$ cat src/rtl/lock_controller.sv
// lock_controller
//   Central control FSM for the combination lock. It takes debounced keypad
//   pulses and produces the registered status codes shown on the
//   seven-segment display. It also holds the stored password, the digit-entry
//   buffer and the per-second countdown timer.
//
// Ports
//   Clk        in   system clock, rising edge
//   Rst_n      in   asynchronous active-low reset
//   key_valid  in   digit pulse, value on key_code (codes 10-15 ignored)
//   key_code   in   [3:0] digit value
//   key_enter  in   submit pulse
//   key_clear  in   discard entry / relock / abort password change
//   key_set    in   enter password-change mode (UNLOCKED only)
//   st_lock    out  [1:0] 00 LOCKED, 01 INPUT, 10 ALARM, 11 UNLOCKED (FSM state)
//   st_cd      out  [2:0] 000 idle, 001..110 = 5..0 countdown
//   st_set     out  1 while in password-change mode
//   st_err     out  [1:0] consecutive failed attempts
//
// Handshake: every key input is a one-cycle pulse with no back-pressure.
// It is sampled on the rising edge of Clk. The matching status change is
// visible right after that same edge. At most one key acts per cycle, with
// priority clear > enter > set > digit. Lower-priority pulses in the same
// cycle are dropped.
module lock_controller #(
  parameter int unsigned TICKS_PER_SEC = 100000000,
  parameter logic [15:0] DEFAULT_PWD   = 16'h1234
) (
  input  logic       Clk,
  input  logic       Rst_n,
  input  logic       key_valid,
  input  logic [3:0] key_code,
  input  logic       key_enter,
  input  logic       key_clear,
  input  logic       key_set,
  output logic [1:0] st_lock,
  output logic [2:0] st_cd,
  output logic       st_set,
  output logic [1:0] st_err
);

  localparam int unsigned TW = (TICKS_PER_SEC > 1) ? $clog2(TICKS_PER_SEC) : 1;
  localparam logic [TW-1:0] TICK_MAX = TW'(TICKS_PER_SEC - 1);

  typedef enum logic [1:0] {
    S_LOCKED   = 2'b00,
    S_INPUT    = 2'b01,
    S_ALARM    = 2'b10,
    S_UNLOCKED = 2'b11
  } state_t;

  state_t          r_state, w_state_nxt;
  logic [2:0]      r_cd,    w_cd_nxt;
  logic            r_set,   w_set_nxt;
  logic [1:0]      r_err,   w_err_nxt;
  logic [15:0]     r_pwd,   w_pwd_nxt;
  logic [15:0]     r_buf,   w_buf_nxt;
  logic [2:0]      r_cnt,   w_cnt_nxt;
  logic [TW-1:0]   r_tick,  w_tick_nxt;

  logic            w_digit_ok;
  logic            w_can_shift;
  logic [15:0]     w_buf_shift;
  logic            w_tick_wrap;
  logic            w_expire;

  assign w_digit_ok  = key_valid && (key_code <= 4'd9);
  assign w_can_shift = w_digit_ok && (r_cnt < 3'd4);
  assign w_buf_shift = {r_buf[11:0], key_code};
  assign w_tick_wrap = (r_tick == TICK_MAX);
  // Expiry is one full period after the countdown reaches code 110.
  assign w_expire    = w_tick_wrap && (r_cd == 3'd6);

  always_comb begin
    w_state_nxt = r_state;
    w_cd_nxt    = r_cd;
    w_set_nxt   = r_set;
    w_err_nxt   = r_err;
    w_pwd_nxt   = r_pwd;
    w_buf_nxt   = r_buf;
    w_cnt_nxt   = r_cnt;
    w_tick_nxt  = r_tick;

    case (r_state)
      S_LOCKED: begin
        // Clear, enter and set are absorbed here. They still block a
        // same-cycle digit because of the key priority.
        if (!key_clear && !key_enter && !key_set && w_digit_ok) begin
          w_buf_nxt   = {12'h000, key_code};
          w_cnt_nxt   = 3'd1;
          w_state_nxt = S_INPUT;
        end
      end

      S_INPUT: begin
        if (key_clear) begin
          w_buf_nxt   = 16'h0000;
          w_cnt_nxt   = 3'd0;
          w_state_nxt = S_LOCKED;
        end else if (key_enter) begin
          w_buf_nxt = 16'h0000;
          w_cnt_nxt = 3'd0;
          if ((r_cnt == 3'd4) && (r_buf == r_pwd)) begin
            w_state_nxt = S_UNLOCKED;
            w_err_nxt   = 2'd0;
            w_cd_nxt    = 3'd1;
            w_tick_nxt  = '0;
          end else begin
            w_err_nxt = r_err + 2'd1;
            if (r_err == 2'd2) begin
              w_state_nxt = S_ALARM;
              w_cd_nxt    = 3'd1;
              w_tick_nxt  = '0;
            end else begin
              w_state_nxt = S_LOCKED;
            end
          end
        end else if (!key_set && w_can_shift) begin
          w_buf_nxt = w_buf_shift;
          w_cnt_nxt = r_cnt + 3'd1;
        end
      end

      S_UNLOCKED: begin
        if (r_set) begin
          // Password edit. The countdown stays frozen while r_set is high.
          if (key_clear) begin
            w_set_nxt = 1'b0;
            w_buf_nxt = 16'h0000;
            w_cnt_nxt = 3'd0;
          end else if (key_enter) begin
            if (r_cnt == 3'd4) begin
              w_pwd_nxt  = r_buf;
              w_set_nxt  = 1'b0;
              w_buf_nxt  = 16'h0000;
              w_cnt_nxt  = 3'd0;
              w_cd_nxt   = 3'd1;
              w_tick_nxt = '0;
            end
          end else if (!key_set && w_can_shift) begin
            w_buf_nxt = w_buf_shift;
            w_cnt_nxt = r_cnt + 3'd1;
          end
        end else if (key_clear || w_expire) begin
          w_state_nxt = S_LOCKED;
          w_cd_nxt    = 3'd0;
          w_tick_nxt  = '0;
        end else begin
          if (w_tick_wrap) begin
            w_tick_nxt = '0;
            w_cd_nxt   = r_cd + 3'd1;
          end else begin
            w_tick_nxt = r_tick + TW'(1);
          end
          // Enter outranks set, so a same-cycle enter swallows the set.
          if (!key_enter && key_set) begin
            w_set_nxt = 1'b1;
            w_buf_nxt = 16'h0000;
            w_cnt_nxt = 3'd0;
          end
        end
      end

      S_ALARM: begin
        if (w_expire) begin
          w_state_nxt = S_LOCKED;
          w_cd_nxt    = 3'd0;
          w_tick_nxt  = '0;
          w_err_nxt   = 2'd0;
        end else if (w_tick_wrap) begin
          w_tick_nxt = '0;
          w_cd_nxt   = r_cd + 3'd1;
        end else begin
          w_tick_nxt = r_tick + TW'(1);
        end
      end

      default: w_state_nxt = S_LOCKED;
    endcase
  end

  always_ff @(posedge Clk or negedge Rst_n) begin
    if (!Rst_n) begin
      r_state <= S_LOCKED;
      r_cd    <= 3'd0;
      r_set   <= 1'b0;
      r_err   <= 2'd0;
      r_pwd   <= DEFAULT_PWD;
      r_buf   <= 16'h0000;
      r_cnt   <= 3'd0;
      r_tick  <= '0;
    end else begin
      r_state <= w_state_nxt;
      r_cd    <= w_cd_nxt;
      r_set   <= w_set_nxt;
      r_err   <= w_err_nxt;
      r_pwd   <= w_pwd_nxt;
      r_buf   <= w_buf_nxt;
      r_cnt   <= w_cnt_nxt;
      r_tick  <= w_tick_nxt;
    end
  end

  assign st_lock = r_state;
  assign st_cd   = r_cd;
  assign st_set  = r_set;
  assign st_err  = r_err;

endmodule
$ cat config.mk
export PLATFORM = sky130hd
export DESIGN_NAME = lock_controller
export DESIGN_NICKNAME = d
export VERILOG_FILES = /design/src/rtl/lock_controller.sv
export SDC_FILE = /design/constraint.sdc
export NUM_CORES = 1
export LEC_CHECK = 0
export ABC_AREA = 1
export BUFFER_PORTS_ARGS = -buffer_cell sky130_fd_sc_hd__clkbuf_2
export CORE_ASPECT_RATIO = 0.8
export CORE_UTILIZATION = 55
export DETAILED_ROUTE_END_ITERATION = 6
export PLACE_DENSITY = 0.77
export SYNTH_ARGS = -nofsm -noshare
export SYNTH_HDL_FRONTEND = slang
export SYNTH_SLANG_ARGS = --single-unit
$ cat constraint.sdc
create_clock -name Clk -period 2.5 [get_ports Clk]
set_input_delay 0 -clock Clk [delete_from_list [all_inputs] [get_ports Clk]]
set_output_delay 0 -clock Clk [all_outputs]
set_load 0.02 [all_outputs]
# Yosys cells after proc, flatten, opt, wreduce, memory -nomap -nowiden
# Index checks and enable logic that the tools add are counted.
# word_totals
regBits	70
input_bits	10
out_inout_bits	8
word_cells	124
# op_classes
n_addsub	4
magnitude_cmp	2
n_eq_ne	22
mux	65
n_bitwise	1
reduce_logical	22
# op_table
operator	count
$mux 27	11
$mux 16	10
$pmux 27 s3	1
$mux 3	21
$pmux 16 s3	1
$add 27x1->27 const B	1
$eq 27x27->1 const B	1
$mux 2	11
$ne 3x3->1 const B	7
$pmux 3 s3	2
$eq 16x16->1	1
$reduce_and 5->1	3
$ne 2x2->1 const B	6
$logic_and 1x1->1	9
$pmux 2 s4	1
$reduce_and 7->1	1
$add 3x1->3 const B	2
$eq 2x2->1 const B	3
$eq 3x3->1 const B	2
$mux 1	6
$reduce_bool 3->1	2
$ne 5x5->1 const B	1
$le 4x4->1 const B	1
$pmux 2 s2	1
other kinds (9)	11

# Logic depth before layout (Yosys ltp)
# logic_depth
ltp_word	9
mapped_depth	13
depth_no_buf	12

# Worst setup path before layout
# OpenSTA, ideal clock, no wires.
# synth_path
kind	register to register
from	register r_cnt[0]
to	register r_tick[24]
setup_time_ps	123
arrival_time_ps	1612
required_ps	2377
setup_slack_ps	765
stages_incl_launch_ff	14
n_path_buf	2
period_less_slack_ps	1735
cell_sequence	dfrtp_1 inv_1 ha_1 nand2_1 a21oi_1 nand3_1 nor2_1 nand3_2 nand3_1 nand2_1 buf_2 buf_6 nand2_1 o21ai_1
# synth_via
elab_chain_len	6
word_cells_on_any_way	9
# synth_rtl
item	line	text
start: declaration	58	logic [2:0] r_cnt, w_cnt_nxt;
start signal: assignment	199	r_cnt <= w_cnt_nxt;
$eq 3x3->1 (*)	103, 132	
$logic_and 1x1->1	103	if ((r_cnt == 3'd4) && (r_buf == r_pwd)) begin
$mux 27	103	
$mux 27	100	end else if (key_enter) begin
$mux 27	96	if (key_clear) begin
$pmux 27 s3	84	case (r_state)
end signal: assignment	200	r_tick <= w_tick_nxt;
end: declaration	59	logic [TW-1:0] r_tick, w_tick_nxt;
# Mark *: on every way between the ends. The rest lies on a longest branch, timed or not. The select of a mux whose other input is x is not followed.
# A chain may end at the register's enable or synchronous reset.

# Worst setup path in the final report
# layout_path
from	register r_tick[0]
to	register r_tick[8]
# layout_via
elab_chain_len	6
word_cells_on_any_way	9
# layout_rtl
item	line
branches (longest 5 deep; another with $add 27x1->27)	-
$pmux 27 s3 (*)	84
# Mark *: on every way between the ends.

==> impl_metrics.py <==
metrics = {
    "outcome": {
        "status": "completed",
    },
    "clock_tree": {
        "cts_buffers": 9,
        "cts_resized": 0,
        "ctsRootBufferMaster": "clkbuf_8",
        "clk_latency_ps": 350,
        "htree_levels": 3,
        "cts.sinks": 70,
        "cts_tree": "done",
        "clkSlewWorstSetupHoldPaths_ps": 80,
        "cts_buffer_depth": 2,
    },
    "sta": {
        "finalHoldViolCount": 0,
        "worst_pin_slew_ps": 884,
        "final.min_clock_period_ps": 2060,
        "setup_ws_ps": 442,
        "period_share": 0.823,
        "tns_ps": 0,
        "setup-violations-final": 0,
        "grt_setup_unrepaired": "no",
        "slew_viol_final": 0,
        "slew_headroom": 0.411,
        "finClkSkew_ps": 12.3,
        "fmax_mhz": 486,
    },
    "global_route": {
        "grt_max_degree": 71,
        "grt_pass1_vias": 3451,
        "grt_first_pass_wirelength_mm": 16.5,
        "grtUsageTotal": 0.259,
        "overflow": 0,
        "antenna_found_initial": 0,
    },
    "routing": {
        "vias_per_cell": 5.31,
        "antenna_left": 0,
        "drt_iter0_markers": 285,
        "route.detailed.drc": 0,
        "wl_mm": 9.59,
        "drt_pass1_iterations": 5,
        "routedWlPerCell_um": 13.1,
        "num_vias": 3898,
    },
    "worst_setup_path": {
        "startpoint": "r_tick[0]",
        "critPathLaunchType": "flop",
        "critPathArrivalTime_ps": 2290,
        "cp.required_ps": 2730,
        "cp-end-kind": "flop",
        "crit_type": "flop to flop",
        "ff2ff_path_depth": 11,
        "crit_fanout": 21,
        "timing.rr.start": "r_tick[0]",
    },
    "logic_synthesis": {
        "postSynth.asyncResetShare": 1.00,
        "yosysMostFrequentCell": "nand2_1",
        "synth_edf_count": 0,
        "yosys.area.top_type_share": 0.379,
        "syn_area_per_cell_um2": 7.14,
        "synth_cell_type_count": 36,
        "syn_area_um2": 4300,
        "synth_common_cells": "198 x nand2_1, 72 x inv_1, 65 x dfrtp_1",
        "ys_seq_elements": 70,
        "synth_largest_area_cell": "dfrtp_1",
        "synth-main-ff-cell": "dfrtp_1",
        "ys_top_cells_by_area": "dfrtp_1 38%, nand2_1 17%, inv_1 6.3%",
        "syn_inst": 602,
        "yosys_warnings": 0,
        "syn-num-nets": 618,
        "ys_seq_area_frac": 0.409,
    },
    "floorplan": {
        "start_util": 0.573,
        "design.core.area_um2": 7500,
        "die_h_um": 81.1,
        "dieArea_um2": 8170,
        "ios": 18,
        "die_x_um": 101,
        "fp-row-count": 28,
    },
    "cells_and_area": {
        "regArea_um2": 1760,
        "drive_gt1_frac": 0.105,
        "finalNetCount": 640,
        "n_fill_cell": 701,
        "diodes": 0,
        "multi_input_area_um2": 2170,
        "area_delta_synth_final_pct": 8.88,
    },
    "run": {
        "maxCapViolCount": 0,
    },
    "worst_hold_path": {
        "min-delay-start": "key_code[0]",
        "worstHoldPathCells": 4,
        "hold_path.class": "input port to flop",
    },
    "place": {
        "place.gp.congestion": 0.914,
        "portBuffers": 17,
        "dp_hpwl_mm": 6.87,
        "post-place-ws_ps": 479,
    },
    "pwr": {
        "ir_drop_mv": 0.282,
        "leakage_uw": 0.00221,
        "cellPowerDensity_nw_per_um2": 435,
    },
}
[layout by cell type, fill, tap and decap left out, types with 2 or more instances in the layout]
cell and n:
a21oi_1 10, buf_4 7, clkbuf_2 16, clkbuf_8 10
clkinv_2 3, clkinvlp_4 3, dfrtp_1 65, dfstp_2 5
dlygate4sd3_1 3, ha_1 6, inv_1 72, inv_2 2
nand2_1 198, nand2_2 6, nand3_1 29, nand3_4 2
nand3b_1 4, nand4_1 11, nor2_1 49, nor2_2 3
nor2_4 3, nor3_1 11, nor3b_1 2, o21ai_0 45
o21ai_1 26, o31ai_1 2, xnor2_1 9, xor2_1 16
[final timing paths]
kind                         endpoint  slack, ps
max                         r_tick[8]        440
min                          r_buf[0]         30
max reg2reg                 r_tick[8]        440
min reg2reg                  r_pwd[5]        500
max in group asynchronous    r_cnt[1]       1540
min in group asynchronous  r_tick[16]        390
[layout make-up]
type	count	area share
sequential	70	0.376
inverter	74	0.0594
multi-input combinational	442	0.463
clock buffer	10	0.0294
timing repair buffer	27	0.0358
clock inverter	6	0.00802
tap	105	0.0281
[through the flow]
step           std cells  instance area (um2)  utilization  power [uW]  hold slack (ps)
2_1_floorplan        602                 4300            -        1180             -296
3_3_place_gp         715                 4470        0.597        1220              262
3_5_place_dp         715                 4470        0.597        1220              270
4_1_cts              734                 4680        0.624        2050             18.6
5_1_grt              734                 4680        0.624        2100             33.5
6_report             734                 4680        0.624        2040             26.8
[critical path, stage by stage, from the launching register on]
cell,delay (ps)
dfrtp_1,410
ha_1,220
nand2_2,80
nor2_4,130
nand2_2,130
nor2_4,150
nand3_4,120
nand4_2,110
nand2_1,120
nand2_1,80
buf_4,240
o21ai_0,120
[repair_timing]
item	4_1_cts	5_1_grt
endpoints found under the setup margin	0	0
endpoints found under the hold margin	67	0
setup buffers	0	0
hold buffers	3	0
[logic make-up (layout without fill, tap and decap cells)]
family          Yosys count  after routing  share of synthesized area
simple gates            323            323                      0.328
buf+inv                  90            117                     0.0862
compound gates           87             87                      0.105
flops                    70             70                      0.409
xor+xnor                 25             25                     0.0510
fa+ha+maj                 6              6                     0.0175
mux                       1              1                    0.00262
[metal layers]
layer	track usage	vias to the layer above	routed length, um	share of wire
met1	0.382	1816	4800	0.50
met5	0	-	0	0
met2	0.378	116	4040	0.42
met4	0.0739	0	108	0.011
li1	-	1955	-	-
met3	0.0611	11	636	0.066
[power by group]
part	leakage (uW)	total, uW	switching [uW]	internal [uW]
registers	0.000914	1130	1.01	1130
clock network	0.0000841	833	452	381
logic	0.00121	70.2	50.9	19.3
[sequential cells by signal, indices dropped and copies added, names as in the netlist]
signal and flops:
r_buf 16, r_cnt 3, r_pwd 16, r_tick 27, st_cd 3, st_err 2, st_lock 2, st_set 1
Note: power is estimated with default switching activity, not from simulation.
